## config.mk

```make
export PLATFORM = sky130hd
export DESIGN_NAME = queue_motion_ctrl
export DESIGN_NICKNAME = d
export VERILOG_FILES = /design/src/rtl/queue_motion_ctrl_pkg.sv /design/src/rtl/queue_motion_ctrl_jump_phys.sv /design/src/rtl/queue_motion_ctrl.sv
export SDC_FILE = /design/constraint.sdc
export NUM_CORES = 1
export LEC_CHECK = 0
export ABC_AREA = 1
export CAP_MARGIN = 20
export CORE_AREA = 2 2 73 75
export DETAILED_ROUTE_END_ITERATION = 16
export DIE_AREA = 0 0 75 77
export HOLD_SLACK_MARGIN = 0.08
export SYNTH_ARGS = -nofsm -noshare
export SYNTH_HDL_FRONTEND = slang
export SYNTH_SLANG_ARGS = --single-unit
```

## constraint.sdc

```tcl
create_clock -name clk -period 3.44 [get_ports clk]
set_clock_uncertainty 0.15 [all_clocks]
set_input_delay 0.688 -clock clk [delete_from_list [all_inputs] [get_ports clk]]
set_output_delay 0.688 -clock clk [all_outputs]
set_load 0.005 [all_outputs]
```

## src/rtl/queue_motion_ctrl_pkg.sv

```systemverilog
// Shared constants, encodings and the horizontal step helper for the queue sprite sequencer.
// Screen is 640x480; y grows downward. Jump support is selected by QUEUE_JUMP_EN.
package queue_motion_ctrl_pkg;

  localparam int unsigned ScreenW = 640;
  localparam int unsigned ScreenH = 480;

  localparam logic [9:0] XMin     = 10'd30;
  localparam logic [9:0] XMax     = 10'(ScreenW - 1 - 30);
  localparam logic [9:0] XStart   = 10'd320;
  localparam logic [8:0] GroundY  = 9'(ScreenH - 1 - 50);
  localparam logic [9:0] Speed    = 10'd2;
  // Last value of the walk sub-counter (ANIM_FRAMES = 8)
  localparam logic [2:0] AnimLast = 3'd7;
  localparam logic signed [5:0] JumpV0 = 6'sd8;

  typedef enum logic {QueueInitial = 1'b0, QueuePlaying = 1'b1} play_state_e;
  typedef enum logic {QueueLeft = 1'b0, QueueRight = 1'b1} facing_e;
  typedef enum logic {MotionGround = 1'b0, MotionJump = 1'b1} motion_e;

  // One horizontal step, saturating to [XMin, XMax]; both/neither buttons hold position.
  function automatic logic [9:0] step_x(input logic [9:0] x, input logic go_left,
                                        input logic go_right);
    logic [9:0] nx;
    nx = x;
    if (go_left && !go_right) begin
      nx = (x <= XMin + Speed) ? XMin : x - Speed;
    end else if (go_right && !go_left) begin
      nx = (x >= XMax - Speed) ? XMax : x + Speed;
    end
    return nx;
  endfunction

endpackage

```

## src/rtl/queue_motion_ctrl_jump_phys.sv

```systemverilog
// Vertical motion for the queue sprite: ground/jump FSM, signed velocity, gravity and
// landing clamp. Only instantiated when QUEUE_JUMP_EN is defined.
module queue_motion_ctrl_jump_phys
  import queue_motion_ctrl_pkg::*;
(
  input  logic       clk_i,
  input  logic       rst_i,
  input  logic       tick_i,
  input  logic       jump_i,
  input  logic       load_i,
  output logic [8:0] pos_y_o,
  output logic       airborne_o
);

  motion_e           mode_q, mode_d;
  logic [8:0]        pos_y_q, pos_y_d;
  logic signed [5:0] vy_q, vy_d;
  logic signed [10:0] y_next;

  // Candidate position after applying the current velocity (upward is positive vy)
  assign y_next = $signed({2'b00, pos_y_q}) - $signed({{5{vy_q[5]}}, vy_q});

  // Next-state: take off from ground, integrate while airborne, clamp on landing
  always_comb begin
    mode_d  = mode_q;
    pos_y_d = pos_y_q;
    vy_d    = vy_q;
    if (load_i) begin
      mode_d  = MotionGround;
      pos_y_d = GroundY;
      vy_d    = '0;
    end else if (tick_i) begin
      unique case (mode_q)
        MotionGround: begin
          if (jump_i) begin
            mode_d = MotionJump;
            vy_d   = JumpV0;
          end
        end
        MotionJump: begin
          // Re-pressing jump here is deliberately ignored (no double jump)
          if (y_next >= $signed({2'b00, GroundY})) begin
            mode_d  = MotionGround;
            pos_y_d = GroundY;
            vy_d    = '0;
          end else begin
            pos_y_d = y_next[8:0];
            vy_d    = vy_q - 6'sd1;
          end
        end
        default: mode_d = MotionGround;
      endcase
    end
  end

  // State registers; reset lands the sprite immediately
  always_ff @(posedge clk_i) begin
    if (rst_i) begin
      mode_q  <= MotionGround;
      pos_y_q <= GroundY;
      vy_q    <= '0;
    end else begin
      mode_q  <= mode_d;
      pos_y_q <= pos_y_d;
      vy_q    <= vy_d;
    end
  end

  assign pos_y_o    = pos_y_q;
  assign airborne_o = (mode_q == MotionJump);

endmodule

```

## src/rtl/queue_motion_ctrl.sv

```systemverilog
// Frame-rate sequencer for the queue sprite: play state, position, facing and walk phase,
// all updated once per frame_tick while playing. Jumping is built in with QUEUE_JUMP_EN.
module queue_motion_ctrl
  import queue_motion_ctrl_pkg::*;
(
  input  logic       clk,
  input  logic       rst,
  input  logic       frame_tick,
  input  logic       btn_left,
  input  logic       btn_right,
  input  logic       btn_start,
  input  logic       btn_jump,
  output logic [9:0] posX,
  output logic [8:0] posY,
  output logic       state,
  output logic       animation_state,
  output logic [1:0] walk_frame,
  output logic       airborne
);

  play_state_e state_q, state_d;
  facing_e     facing_q, facing_d;
  logic [9:0]  pos_x_q, pos_x_d;
  logic [2:0]  anim_q, anim_d;
  logic [1:0]  walk_q, walk_d;
  logic        start_prev_q;

  logic       start_edge, load_start, tick_play, moved, airborne_w;
  logic [9:0] x_step;
  logic [8:0] pos_y_w;

  assign start_edge = btn_start & ~start_prev_q;
  assign load_start = (state_q == QueueInitial) & start_edge;
  assign tick_play  = frame_tick & (state_q == QueuePlaying);
  assign x_step     = step_x(pos_x_q, btn_left, btn_right);
  // A step swallowed by the wall is not a moving tick
  assign moved      = (x_step != pos_x_q);

  // Next-state: game start, horizontal step, facing and walk phase on each playing tick
  always_comb begin
    state_d  = state_q;
    facing_d = facing_q;
    pos_x_d  = pos_x_q;
    anim_d   = anim_q;
    walk_d   = walk_q;
    if (load_start) begin
      state_d = QueuePlaying;
      pos_x_d = XStart;
    end else if (tick_play) begin
      pos_x_d = x_step;
      if (btn_left && !btn_right) begin
        facing_d = QueueLeft;
      end else if (btn_right && !btn_left) begin
        facing_d = QueueRight;
      end
      if (moved && !airborne_w) begin
        if (anim_q == AnimLast) begin
          anim_d = '0;
          walk_d = walk_q + 2'd1;
        end else begin
          anim_d = anim_q + 3'd1;
        end
      end
    end
  end

  // State registers with synchronous reset
  always_ff @(posedge clk) begin
    if (rst) begin
      state_q      <= QueueInitial;
      facing_q     <= QueueRight;
      pos_x_q      <= XStart;
      anim_q       <= '0;
      walk_q       <= '0;
      start_prev_q <= 1'b0;
    end else begin
      state_q      <= state_d;
      facing_q     <= facing_d;
      pos_x_q      <= pos_x_d;
      anim_q       <= anim_d;
      walk_q       <= walk_d;
      start_prev_q <= btn_start;
    end
  end

`ifdef QUEUE_JUMP_EN
  queue_motion_ctrl_jump_phys u_jump_phys (
    .clk_i      (clk),
    .rst_i      (rst),
    .tick_i     (tick_play),
    .jump_i     (btn_jump),
    .load_i     (load_start),
    .pos_y_o    (pos_y_w),
    .airborne_o (airborne_w)
  );
`else
  logic unused_btn_jump;
  assign unused_btn_jump = btn_jump;
  assign pos_y_w         = GroundY;
  assign airborne_w      = 1'b0;
`endif

  assign posX            = pos_x_q;
  assign posY            = pos_y_w;
  assign state           = state_q;
  assign animation_state = facing_q;
  assign walk_frame      = walk_q;
  assign airborne        = airborne_w;

endmodule

```

==> results of run 1 <==
==> sequential cells by signal, summed over array words and instances, names as in the netlist <==
name and count:
animation_state 1, posX 10, anim_q 3, start_prev_q 1, state 1, walk_frame 2
==> power breakdown <==
group / internal [mW] / total, mW / switching [mW] / leakage [nW]
registers: 0.216 / 0.230 / 0.0135 / 0.146
clock network: 0.102 / 0.189 / 0.0871 / 0.0288
logic: 0.0551 / 0.145 / 0.0898 / 0.740
==> layout make-up <==
type,instances,area [sq um]
fillers,550,3080
multi-input cells,217,1080
flip-flops and latches,18,360.3
repair buffers,21,205.2
inverters,29,108.9
well taps,70,87.58
clock buffers,4,55.05
==> layer usage <==
layer / global-route usage / up-vias
met4: 0.05714 / 0
met1: 0.2213 / 780
met5: 0 / -
met2: 0.2246 / 51
li1: - / 896
met3: 0.02760 / 9
==> logic make-up after synthesis <==
family | after synthesis
AO/OA/AOI/OAI | 36
XOR/XNOR | 3
adder cells (fa/ha/maj) | 6
buffers and inverters | 48
flip-flops | 18
other | 2
AND/OR/NAND/NOR | 162
==> Yosys cell counts <==
cell type / number / area share
inv_2: 3 / 0.0068
nand3_1: 28 / 0.084
nand3_2: 3 / 0.018
nor3_1: 1 / 0.0030
o21ai_0: 16 / 0.048
o21bai_2: 1 / 0.0068
a21oi_2: 1 / 0.0053
nand4_1: 9 / 0.034
xor2_1: 3 / 0.016
conb_1: 2 / 0.0045
nand3_4: 1 / 0.011
nand2_4: 4 / 0.027
inv_1: 24 / 0.054
o311ai_0: 1 / 0.0053
nand2_1: 84 / 0.19
buf_6: 4 / 0.027
buf_2: 4 / 0.012
a21oi_1: 17 / 0.051
nor2_1: 25 / 0.056
buf_4: 11 / 0.050
nor2_2: 5 / 0.019
ha_1: 6 / 0.045
nand2_2: 2 / 0.0075
dfxtp_1: 18 / 0.22
clkinv_1: 2 / 0.0045
==> worst max path at each step <==
stage                   from  cells past startpoint            end
global route        btn_left                     20  walk_frame[1]
global placement    btn_left                     20  walk_frame[1]
detailed placement  btn_left                     20  walk_frame[1]
CTS                 btn_left                     20  walk_frame[1]
floorplan           btn_left                     17  walk_frame[1]
finish              btn_left                     20  walk_frame[1]
==> stage by stage <==
| step | cells | setup slack [ns] | power, mW | utilization |
|---|---|---|---|---|
| finish | 359 | 0.4289 | 0.5638 | 0.3811 |
| global route | 359 | 0.1870 | 0.5972 | 0.3811 |
| CTS | 359 | 0.4375 | 0.5641 | 0.3811 |
| detailed placement | 355 | 0.1457 | 0.3784 | 0.3700 |
| global placement | 355 | 0.1380 | 0.3776 | 0.3700 |
| floorplan | 283 | 1.024 | 0.3471 | - |
==> worst reg2reg max path, delay by kind of cell, from the launching register on <==
family	cells	cell delay [ns]
buffers and inverters	2	0.25
AND/OR/NAND/NOR	14	1.20
XOR/XNOR	1	0.14
flip-flops	1	0.53
adder cells (fa/ha/maj)	1	0.26
==> impl_metrics.json, run 1 <==
{
  "status": "finished, final reports clean",
  "dp_hpwl_um": 3144,
  "grt_max_degree": 21,
  "hold_path_class": "flop to flop",
  "reg2reg_depth": 18,
  "synth_compound_area_frac": 0.1164,
  "cp_num_buf_inv": 4,
  "ys_seq_area_frac": 0.2162,
  "synth_top_family_by_area": "simple AND/OR/NAND/NOR gates",
  "synth_xor_area_frac": 0.01577,
  "fin_area_sq_um": 1897,
  "max_cap_violations": 0,
  "ff2ff_setup_slack_ns": 0.81,
  "clock-root-buffer": "clkbuf_8",
  "die_h_um": 77,
  "min_period_ns": 3.011,
  "worstSetupEndpointType": "flop",
  "final_cell_mix": "nand2_1, nand3_1, nor2_1",
  "synth_area_per_cell_sq_um": 6.060,
  "antennaDiodeCount": 0,
  "top_layer": "met4",
  "cp_cell_sequence": "clkdlybuf4s50_1, inv_1, ha_1, inv_1, nor2_2, nand3_1, nand2_1, nor2_1, nand2_1, nand2_1, nand2_1, nand2_1, nor2_1, nand2_1, nor2_2, nand2_4, nand3_2, nand2_1, inv_1, nor2_1",
  "finalMaxSlewViolations": 0,
  "fin_crit_sh": 0.8753,
  "cts_setup_buffers": 0,
  "nets": 303,
  "cp.arrival_ns": 3.03,
  "rsz0062_at_grt": "false",
  "initial_core_util": 0.3348,
  "antenna_found_initial": 0,
  "hold_depth": 2,
  "critical_path.max_stage_delay_ns": 0.43,
  "wire_per_inst_um": 11.64,
  "grt_pass1_wl_um": 6934,
  "max_freq_mhz": 332.1,
  "die-area_sq_um": 5775,
  "hold_buffers": 0,
  "wirelength_met1_um": 1915,
  "drt-initial-drc-count": 108,
  "synth_fa_ha_area_frac": 0.04505,
  "p_leak_nw": 0.9155,
  "coreArea_sq_um": 4977,
  "wl_met2_um": 1937,
  "finalHoldViolations": 0,
  "setup_viol_count_final": 0,
  "via_count": 1736,
  "drcViolationCount": 0,
  "required_ns": 3.46,
  "worstMarginPinSlew_ns": 0.6277,
  "wl_um": 4177,
  "worstHoldStart": "anim_q[1]",
  "cts.sinks": 18,
  "synthSimpleGateAreaFrac": 0.4482,
  "path_clk_slew_ns": 0.08,
  "firstDrtPassIters": 4,
  "crit_slowest_cell": "clkdlybuf4s50_1",
  "cpMostUsedCell": "nand2_1",
  "grt_overflow_total": 0,
  "dpl_cell_area_sq_um": 1842,
  "met3WireLength_um": 231,
  "ys_seq_elements": 18,
  "clkLatencyLatePin_ns": 0.27,
  "worstSetupStartpointType": "input port",
  "post_cts_resized": 0,
  "hold_end": "anim_q[1]",
  "cts_max_path_buffers": 2,
  "syn_to_final_growth_pct": 13.81,
  "whs_ns": 0.3162,
  "r2r-start": "posX[1]",
  "cpLargestDelayFamily": "simple AND/OR/NAND/NOR gates",
  "cts_tree": "done",
  "syn-cell-area_sq_um": 1667,
  "dieWidth_um": 75,
  "drive_above_1_share": 0.08997,
  "gp_congestion": 0.9536,
  "place.port_buffers": 19,
  "ant_nets": 0,
  "vias_per_cell": 4.836,
  "path_class": "input port to flop",
  "final_common_cell": "nand2_1",
  "reg2reg_to": "walk_frame[1]",
  "syn_inst": 275,
  "htreeDepth": 1,
  "slew_headroom": 0.5810,
  "yosysWarningCount": 0,
  "timing.setup.tns_ns": 0,
  "cts_buffers": 3,
  "io_pins": 31,
  "crit_fanout": 7,
  "yosysUniqueCellTypes": 25,
  "row_count": 26,
  "grtUsageTotal": 0.1538,
  "synthMuxAreaShare": 0,
  "peakVddDrop_uv": 186.7,
  "p_per_area_nw_per_um2": 297.2,
  "grt_pass1_vias": 1459
}
No activity file was read; power rests on OpenSTA's default activity.
==> inputs of run 2 (changes only) <==
--- a/config.mk
+++ b/config.mk
@@ -7,10 +7,11 @@
 export LEC_CHECK = 0
 export ABC_AREA = 1
 export CAP_MARGIN = 20
-export CORE_AREA = 2 2 73 75
+export CORE_AREA = 2 2 58 60
 export DETAILED_ROUTE_END_ITERATION = 16
-export DIE_AREA = 0 0 75 77
+export DIE_AREA = 0 0 60 62
 export HOLD_SLACK_MARGIN = 0.08
+export PLACE_DENSITY = 0.89
 export SYNTH_ARGS = -nofsm -noshare
 export SYNTH_HDL_FRONTEND = slang
 export SYNTH_SLANG_ARGS = --single-unit
==> impl_metrics.json, run 2 (same netlist as run 1, synthesis figures left out) <==
{
  "die-area_sq_um": 3720,
  "peakVddDrop_uv": 219.6,
  "fin_crit_sh": 0.8494,
  "largest_reg_flops": 10,
  "finalHoldViolations": 0,
  "row_count": 21,
  "drcViolationCount": 0,
  "stdcell_count": 335,
  "io_pins": 31,
  "syn_to_final_growth_pct": 10.89,
  "worstSetupStartpointType": "input port",
  "firstDrtPassIters": 4,
  "drive_above_1_share": 0.08997,
  "grt_overflow_total": 0,
  "finalMaxSlewViolations": 0,
  "cpMostUsedCell": "nand2_1",
  "gp_congestion": 0.9078,
  "htreeDepth": 1,
  "cp_cell_sequence": "clkdlybuf4s50_1, ha_1, inv_1, nor2_2, nand4_1, xor2_1, nand2_1, nand3_1, nand2_1, nand2_1, nor2_2, nand2_4, nand2_4, nand2_1, a21oi_1",
  "hold_path_class": "flop to flop",
  "coreArea_sq_um": 3179,
  "grt_max_degree": 21,
  "antennaDiodeCount": 0,
  "dp_hpwl_um": 2882,
  "drt-initial-drc-count": 73,
  "p_leak_nw": 0.9077,
  "path_class": "input port to flop",
  "vias_per_cell": 5.146,
  "ant_nets": 0,
  "max_freq_mhz": 342.2,
  "grt_pass1_vias": 1501,
  "setup_viol_count_final": 0,
  "final_util": 0.5813,
  "dieWidth_um": 60,
  "required_ns": 3.53,
  "path_clk_slew_ns": 0.11,
  "wl_um": 3893,
  "place.port_buffers": 19,
  "grtUsageTotal": 0.2200,
  "clock-root-buffer": "clkbuf_4",
  "rsz0062_at_grt": "false",
  "hold_buffers": 0,
  "clkLatencyLatePin_ns": 0.31,
  "cts_max_path_buffers": 2,
  "min_period_ns": 2.922,
  "worstMarginPinSlew_ns": 0.6060,
  "post_cts_resized": 0,
  "p_per_area_nw_per_um2": 278.7,
  "status": "finished, final reports clean",
  "final_common_cell": "nand2_1",
  "crit_fanout": 7,
  "nets": 303,
  "cts_buffers": 3,
  "slew_headroom": 0.5955,
  "initial_core_util": 0.5242,
  "place_inst": 331,
  "worstSetupEndpointType": "flop",
  "crit_slowest_cell": "clkdlybuf4s50_1",
  "cts.sinks": 18,
  "cts_tree": "done",
  "final_cell_mix": "nand2_1, nand3_1, nor2_1",
  "grt_pass1_wl_um": 6285,
  "antenna_found_initial": 0,
  "wire_per_inst_um": 11.62,
  "via_count": 1724,
  "timing.setup.tns_ns": 0,
  "cts_setup_buffers": 0,
  "max_cap_violations": 0,
  "critical_path.max_stage_delay_ns": 0.49,
  "die_h_um": 62,
  "cp.arrival_ns": 3.01
}
==> run 2: cell counts in the layout (fill, tap and decap cells not counted) <==
No cell type changed its count.
==> run 2: final cells by class <==
| type | count | area (sq um) |
|---|---|---|
| fill | 319 | 1331 |
| timing repair buffer | 21 | 205.2 |
| multi-input combinational | 217 | 1080 |
| tap | 46 | 57.56 |
| inverter | 29 | 108.9 |
| sequential | 18 | 360.3 |
| clock buffer | 4 | 36.28 |
==> run 2: metrics by stage <==
step                      area (sq um)  hold slack [ns]  power (mW)  setup slack, ns
final                             1848           0.3239      0.5151           0.5180
after global placement            1812           0.3064      0.3731           0.2862
after detailed placement          1812           0.3098      0.3765           0.1991
after CTS                         1848           0.3275      0.5158           0.5393
after floorplan                   1697           0.2866      0.3471            1.024
after global routing              1848           0.3436      0.5415           0.3051
==> run 2: final timing paths <==
check                               start   endpoint  slack (ns)  cells after the start
worst max-delay path            btn_right  anim_q[0]        0.52                     15
worst min-delay path            anim_q[1]  anim_q[1]        0.32                      2
worst max register to register    posX[1]  anim_q[0]        0.85                     17
worst min register to register  anim_q[1]  anim_q[1]        0.32                      2
==> run 2: layer usage <==
metal	vias up	GRT usage	part of all wire
met1	758	0.2873	0.44
met5	-	0	0
met3	2	0.01863	0.072
met4	0	0.07937	0.0039
met2	70	0.3804	0.48
li1	894	-	-
==> run 2: critical path: cells and delay by family <==
kind                       cells  cell delay (ns)
AOI/OAI and AO/OA              1             0.12
xor gates and xnor gates       1             0.18
adders and majority gates      1             0.30
buffers and inverters          2             0.61
and+or+nand+nor               10             1.12
==> run 2: power by group <==
group          internal [mW]  switching (mW)  leakage (nW)  total [mW]
Clock                 0.0646          0.0765        0.0210       0.141
Combinational         0.0552          0.0893         0.740       0.144
Sequential             0.216          0.0132         0.146       0.229
